--- config.mk ---
export PLATFORM = sky130hd
export DESIGN_NAME = writeback_arbiter
export DESIGN_NICKNAME = d
export VERILOG_FILES = /design/src/rtl/writeback_arbiter.sv
export SDC_FILE = /design/constraint.sdc
export NUM_CORES = 1
export LEC_CHECK = 0
export BUFFER_PORTS_ARGS = -buffer_cell sky130_fd_sc_hd__buf_2
export CORE_MARGIN = 3
export CORE_UTILIZATION = 45
export CTS_BUF_LIST = sky130_fd_sc_hd__clkbuf_4 sky130_fd_sc_hd__clkbuf_8
export DETAILED_ROUTE_END_ITERATION = 12
export PLACE_DENSITY = 0.62
export RECOVER_POWER = 100
export SETUP_SLACK_MARGIN = 0.1
export SYNTH_ARGS = -nofsm -noshare
export SYNTH_HDL_FRONTEND = slang
export SYNTH_SLANG_ARGS = --single-unit
export TNS_END_PERCENT = 10
--- constraint.sdc ---
create_clock -name clk -period 4.8 [get_ports clk]
set_input_delay 0.72 -clock clk [delete_from_list [all_inputs] [get_ports clk]]
set_output_delay 0.72 -clock clk [all_outputs]
set_load 0.02 [all_outputs]
--- src/rtl/writeback_arbiter.sv ---
// Writeback arbiter: per-unit result FIFOs for ALU/LSU/branch, round-robin
// selection, one registered PRF write (which also marks the register ready)
// per cycle.
module writeback_arbiter #(
  parameter int unsigned DATA_W     = 32,
  parameter int unsigned PREG_W     = 7,
  parameter int unsigned FIFO_DEPTH = 4
) (
  input  logic              clk,
  input  logic              reset,
  input  logic              flush,
  input  logic              alu_wb_valid,
  input  logic [PREG_W-1:0] alu_wb_rd,
  input  logic [DATA_W-1:0] alu_wb_data,
  output logic              alu_wb_ready,
  input  logic              lsu_wb_valid,
  input  logic [PREG_W-1:0] lsu_wb_rd,
  input  logic [DATA_W-1:0] lsu_wb_data,
  output logic              lsu_wb_ready,
  input  logic              branch_wb_valid,
  input  logic [PREG_W-1:0] branch_wb_rd,
  input  logic [DATA_W-1:0] branch_wb_data,
  output logic              branch_wb_ready,
  output logic              prf_write,
  output logic [PREG_W-1:0] prf_target_reg,
  output logic [DATA_W-1:0] prf_write_data
);

  localparam int unsigned PTR_W   = $clog2(FIFO_DEPTH);
  localparam int unsigned CNT_W   = PTR_W + 1;
  localparam int unsigned N_UNITS = 3;

  localparam logic [1:0] U_ALU = 2'd0;
  localparam logic [1:0] U_LSU = 2'd1;
  localparam logic [1:0] U_BR  = 2'd2;

  logic                  run;
  logic [N_UNITS-1:0]    in_valid;
  logic [PREG_W-1:0]     in_rd    [N_UNITS];
  logic [DATA_W-1:0]     in_data  [N_UNITS];
  logic [N_UNITS-1:0]    ready;
  logic [N_UNITS-1:0]    push;
  logic [N_UNITS-1:0]    pop_vec;

  logic [PREG_W-1:0]     rd_mem   [N_UNITS][FIFO_DEPTH];
  logic [DATA_W-1:0]     data_mem [N_UNITS][FIFO_DEPTH];
  logic [PTR_W-1:0]      wr_ptr   [N_UNITS];
  logic [PTR_W-1:0]      rd_ptr   [N_UNITS];
  logic [CNT_W-1:0]      count    [N_UNITS];

  logic [1:0]            rr_ptr;
  logic [1:0]            win;
  logic                  win_valid;
  logic [2:0]            scan;
  logic                  pop;
  logic [PREG_W-1:0]     head_rd;
  logic [DATA_W-1:0]     head_data;

  assign in_valid = {branch_wb_valid, lsu_wb_valid, alu_wb_valid};
  assign in_rd[0]   = alu_wb_rd;
  assign in_rd[1]   = lsu_wb_rd;
  assign in_rd[2]   = branch_wb_rd;
  assign in_data[0] = alu_wb_data;
  assign in_data[1] = lsu_wb_data;
  assign in_data[2] = branch_wb_data;

  assign alu_wb_ready    = ready[0];
  assign lsu_wb_ready    = ready[1];
  assign branch_wb_ready = ready[2];

  // Ready depends only on stored count; rd==0 results are accepted but not stored
  always_comb begin
    ready = '0;
    push  = '0;
    for (int u = 0; u < int'(N_UNITS); u++) begin
      ready[u] = run && (count[u] != CNT_W'(FIFO_DEPTH)) && !flush;
      push[u]  = in_valid[u] && ready[u] && (in_rd[u] != '0);
    end
  end

  // Round-robin scan starting at rr_ptr; first non-empty FIFO wins
  always_comb begin
    win_valid = 1'b0;
    win       = U_ALU;
    scan      = '0;
    for (int k = 0; k < int'(N_UNITS); k++) begin
      scan = 3'(rr_ptr) + 3'(k);
      if (scan >= 3'd3) scan = scan - 3'd3;
      if (!win_valid && (count[scan[1:0]] != '0)) begin
        win_valid = 1'b1;
        win       = scan[1:0];
      end
    end
  end

  assign pop = win_valid && !flush;

  // Decode the pop to a per-unit strobe and select the winning head
  always_comb begin
    pop_vec = '0;
    for (int u = 0; u < int'(N_UNITS); u++) begin
      pop_vec[u] = pop && (win == 2'(u));
    end
    case (win)
      U_LSU:   begin head_rd = rd_mem[1][rd_ptr[1]]; head_data = data_mem[1][rd_ptr[1]]; end
      U_BR:    begin head_rd = rd_mem[2][rd_ptr[2]]; head_data = data_mem[2][rd_ptr[2]]; end
      default: begin head_rd = rd_mem[0][rd_ptr[0]]; head_data = data_mem[0][rd_ptr[0]]; end
    endcase
  end

  // FIFO storage; contents need no reset since count gates visibility
  always_ff @(posedge clk) begin
    for (int u = 0; u < int'(N_UNITS); u++) begin
      if (push[u]) begin
        rd_mem[u][wr_ptr[u]]   <= in_rd[u];
        data_mem[u][wr_ptr[u]] <= in_data[u];
      end
    end
  end

  // FIFO pointers and occupancy; flush empties everything
  always_ff @(posedge clk or posedge reset) begin
    if (reset) begin
      for (int u = 0; u < int'(N_UNITS); u++) begin
        wr_ptr[u] <= '0;
        rd_ptr[u] <= '0;
        count[u]  <= '0;
      end
    end else if (flush) begin
      for (int u = 0; u < int'(N_UNITS); u++) begin
        wr_ptr[u] <= '0;
        rd_ptr[u] <= '0;
        count[u]  <= '0;
      end
    end else begin
      for (int u = 0; u < int'(N_UNITS); u++) begin
        if (push[u])    wr_ptr[u] <= wr_ptr[u] + PTR_W'(1);
        if (pop_vec[u]) rd_ptr[u] <= rd_ptr[u] + PTR_W'(1);
        count[u] <= count[u] + CNT_W'(push[u]) - CNT_W'(pop_vec[u]);
      end
    end
  end

  // Round-robin pointer and registered PRF write port
  always_ff @(posedge clk or posedge reset) begin
    if (reset) begin
      run            <= 1'b0;
      rr_ptr         <= U_ALU;
      prf_write      <= 1'b0;
      prf_target_reg <= '0;
      prf_write_data <= '0;
    end else begin
      run <= 1'b1;
      if (flush) begin
        rr_ptr    <= U_ALU;
        prf_write <= 1'b0;
      end else if (win_valid) begin
        prf_write      <= 1'b1;
        prf_target_reg <= head_rd;
        prf_write_data <= head_data;
        rr_ptr         <= (win == U_BR) ? U_ALU : win + 2'd1;
      end else begin
        prf_write <= 1'b0;
      end
    end
  end

endmodule
==> metrics <==
status=finished with violations; failing checks=max-capacitance violations, max-slew violations; met3 WL=3.41 mm; Least-Margin Pin Slew=2.28 ns; Die Area=50100 um2; Hold Path Class=in2reg; largest net degree at the start of global routing=64; Met1 Wirelength=21.9 mm; clock buffer depth=3; clock sinks=532; syn nets=1375; post-synth top area cell=edfxtp_1; CP Data Required Time=5.32 ns; endpoint class of the critical path=flop; top routing layer used=met5; WL met2=21.0 mm; Seq cells post-synth=532; async set-reset flop share out of synthesis=0.120; Die Span Y=224 um; Vias=11.3k; max FFs per register=384; Final ANT Viol Nets=0; Synth area leaders=edfxtp_1, dfrtp_1, mux2i_1; routed length per instance=22.2 um; hold path start=lsu_wb_data[31]; power density over the cells=575 nW/um2; PortBufs=165; P_int=9.38 mW; Setup Fix Bufs, Post-CTS=0; post-synth top area share=0.658; pre-CTS setup slack=0.633 ns; post-DP HPWL=31.2 mm; Worst Path Arrival=4.82 ns; Cell Chain, Critical Path=inv_1 > ha_1 > nor4b_2 > o32ai_4 > nand2_1 > o21ai_0 > mux2i_1 > ha_1 > nand2b_1 > clkbuf_2 > o22ai_1 > nor2_1 > a21oi_1 > mux2_1; Synth Cell Area=21400 um2; clock group share of total power=0.289; Total GRT Usage=0.191; H-tree Lvls=3; combinational power share=0.299; Root Buffer=clkbuf_8; first-pass GRT wire length=71.9 mm; CTS tree=yes; startpoint types=flop; Synth Warn #=0; Post-synth top cells=edfxtp_1, mux2i_1, nor2_1; Synth Area in Compound Gates=0.0462; leak pwr=7.86 nW; mux cell area share after synthesis=0.144; Post-route DRC=0; Max Slew Vio Count=126; clock-pin slew on the worst setup and hold paths=0.06 ns; final period utilization=0.897; leading register cell type out of synthesis=edfxtp_1; drt initial violations=869; Post-synth EDFFs=468; GPL Wtd Cong=0.803; critical path type=reg2reg; RSZ-0062 raised after global routing=false; Sw Ratio=0.330; post-synthesis sequential area ratio=0.733; Max transition margin=-0.518; fill cell count=3839; Synth Area in Adders=0.0180; critical path's top delay family=compound AO/OA/AOI/OAI gates; Die X=224 um; max_cap viols=5; R2R depth=14; Seq pwr share=0.412; Area growth, synth to finish=14.2%; register-to-register setup slack=0.49 ns; Final min period=4.31 ns; RR Endpoint=prf_write_data[16]; Synth Area in Simple Gates=0.0350; Std-Cell Rows=79; Core ar.=46800 um2; Max VDD drop=0.297 mV; hold depth=1; worst hold slack=0.339 ns; initial antenna violation count=9; Mapped Cells=1223; Distinct cells, synth=48; layout net count=1593; skew final=0.0320 ns; main combinational cell family by area after synthesis=multiplexers; most frequent cell after synthesis=edfxtp_1; post-cts sizing count=0; Crit-path slowest cell=o32ai_4; Avg Cell Area, Syn=17.5 um2; Hold-fix buffers, CTS=0; most numerous cell on the critical path=ha_1; Worst setup startpoint=rr_ptr[0]; f_max=0.232 GHz; sw power=4.63 mW; Crit path depth=14; Worst Path Buf+Inv=2; Max FO, Critical Path=23; vias per inst=5.34; Initial Util=0.457; 1st-pass router iterations=8; Post-Route WL=47.2 mm; FF-to-FF Start=rr_ptr[0]; Hold Fails Final Rpt=0; largest stage delay on the critical path=0.64 ns; number of global-route vias before repair=11.7k; XOR/XNOR Fraction of Synth Area=0.00369; endpoints failing setup=0; layout cells sized above 1=0.155; Inserted Clock Buffers=83; Setup TNS=0 ns; I/O pin count=166; Clock Latency Late Sink=0.64 ns; gr ovfl total=0; Endpoint, Worst Hold=data_mem[0][223]; post-layout worst setup margin=0.494 ns
==> placed cells by master, fill, tap and decap left out, drive strengths merged, types with 2 or more instances in the layout <==
cell type	n
edfxtp	468
clkbuf	310
mux2i	160
nor2	96
o22ai	78
dfrtp	64
a21oi	49
mux2	40
mux4	39
inv	32
ha	26
nand2	20
clkinv	18
buf	18
nor3	12
and2	12
xnor2	9
diode	6
nor2b	6
o311ai	6
nand2b	5
o21ai	5
bufinv	4
nor4	4
a31oi	3
and3	3
a211oi	3
fa	3
nor4b	2
nand3	2
clkinvlp	2
o211ai	2
==> worst max-delay path by stage <==
stage	to	slack, ns
6_report	prf_write_data[16]	0.49
5_1_grt	prf_write_data[0]	0.13
4_1_cts	count[8]	0.61
3_5_place_dp	count[8]	0.63
3_3_place_gp	prf_write_data[4]	0.77
2_1_floorplan	count[8]	1.36
==> area by class of cell <==
cell class | count | area (um2) | share of cell area
clock buffer | 130 | 1590 | 0.0652
multi-input combinational | 596 | 5150 | 0.211
timing repair buffer | 198 | 848 | 0.0348
sequential | 532 | 15700 | 0.643
clock inverter | 26 | 240 | 0.00986
tap | 607 | 759 | 0.0312
inverter | 30 | 113 | 0.00462
antenna | 6 | 15.0 | 0.000616
==> through the flow <==
stage	std cells	util	cell area [um2]	power (mW)
2_1_floorplan	1223	-	21400	9.16
3_3_place_gp	1963	0.491	22900	10.5
3_5_place_dp	1963	0.491	22900	10.5
4_1_cts	2119	0.530	24800	14.6
5_1_grt	2123	0.521	24400	14.8
6_report	2125	0.521	24400	14.0
==> routing by layer <==
metal | GRT usage | vias up
met5 | 0.00285 | -
met4 | 0.0640 | 8
met3 | 0.0467 | 59
met2 | 0.275 | 357
met1 | 0.287 | 5708
li1 | - | 5212
==> cell families (layout without fill, tap and decap cells) <==
group                      Yosys count  after routing
muxes                              239            239
DFF                                532            532
xor gates and xnor gates             9              9
buffers and inverters               95            384
AOI/OAI and AO/OA                  154            154
and+or+nand+nor                    164            164
adders and majority gates           29             29
other                                1              7
==> power groups by stage <==
| stage | Sequential (mW) | Clock (mW) | Combinational, mW |
|---|---|---|---|
| detailed placement | 5.86 | 0 | 4.68 |
| global placement | 5.87 | 0 | 4.59 |
| global route | 5.81 | 4.35 | 4.62 |
| CTS | 5.78 | 4.15 | 4.68 |
| finish | 5.77 | 4.04 | 4.19 |
| floorplan | 5.82 | 0 | 3.34 |
Power figures use the tool's default switching activity.
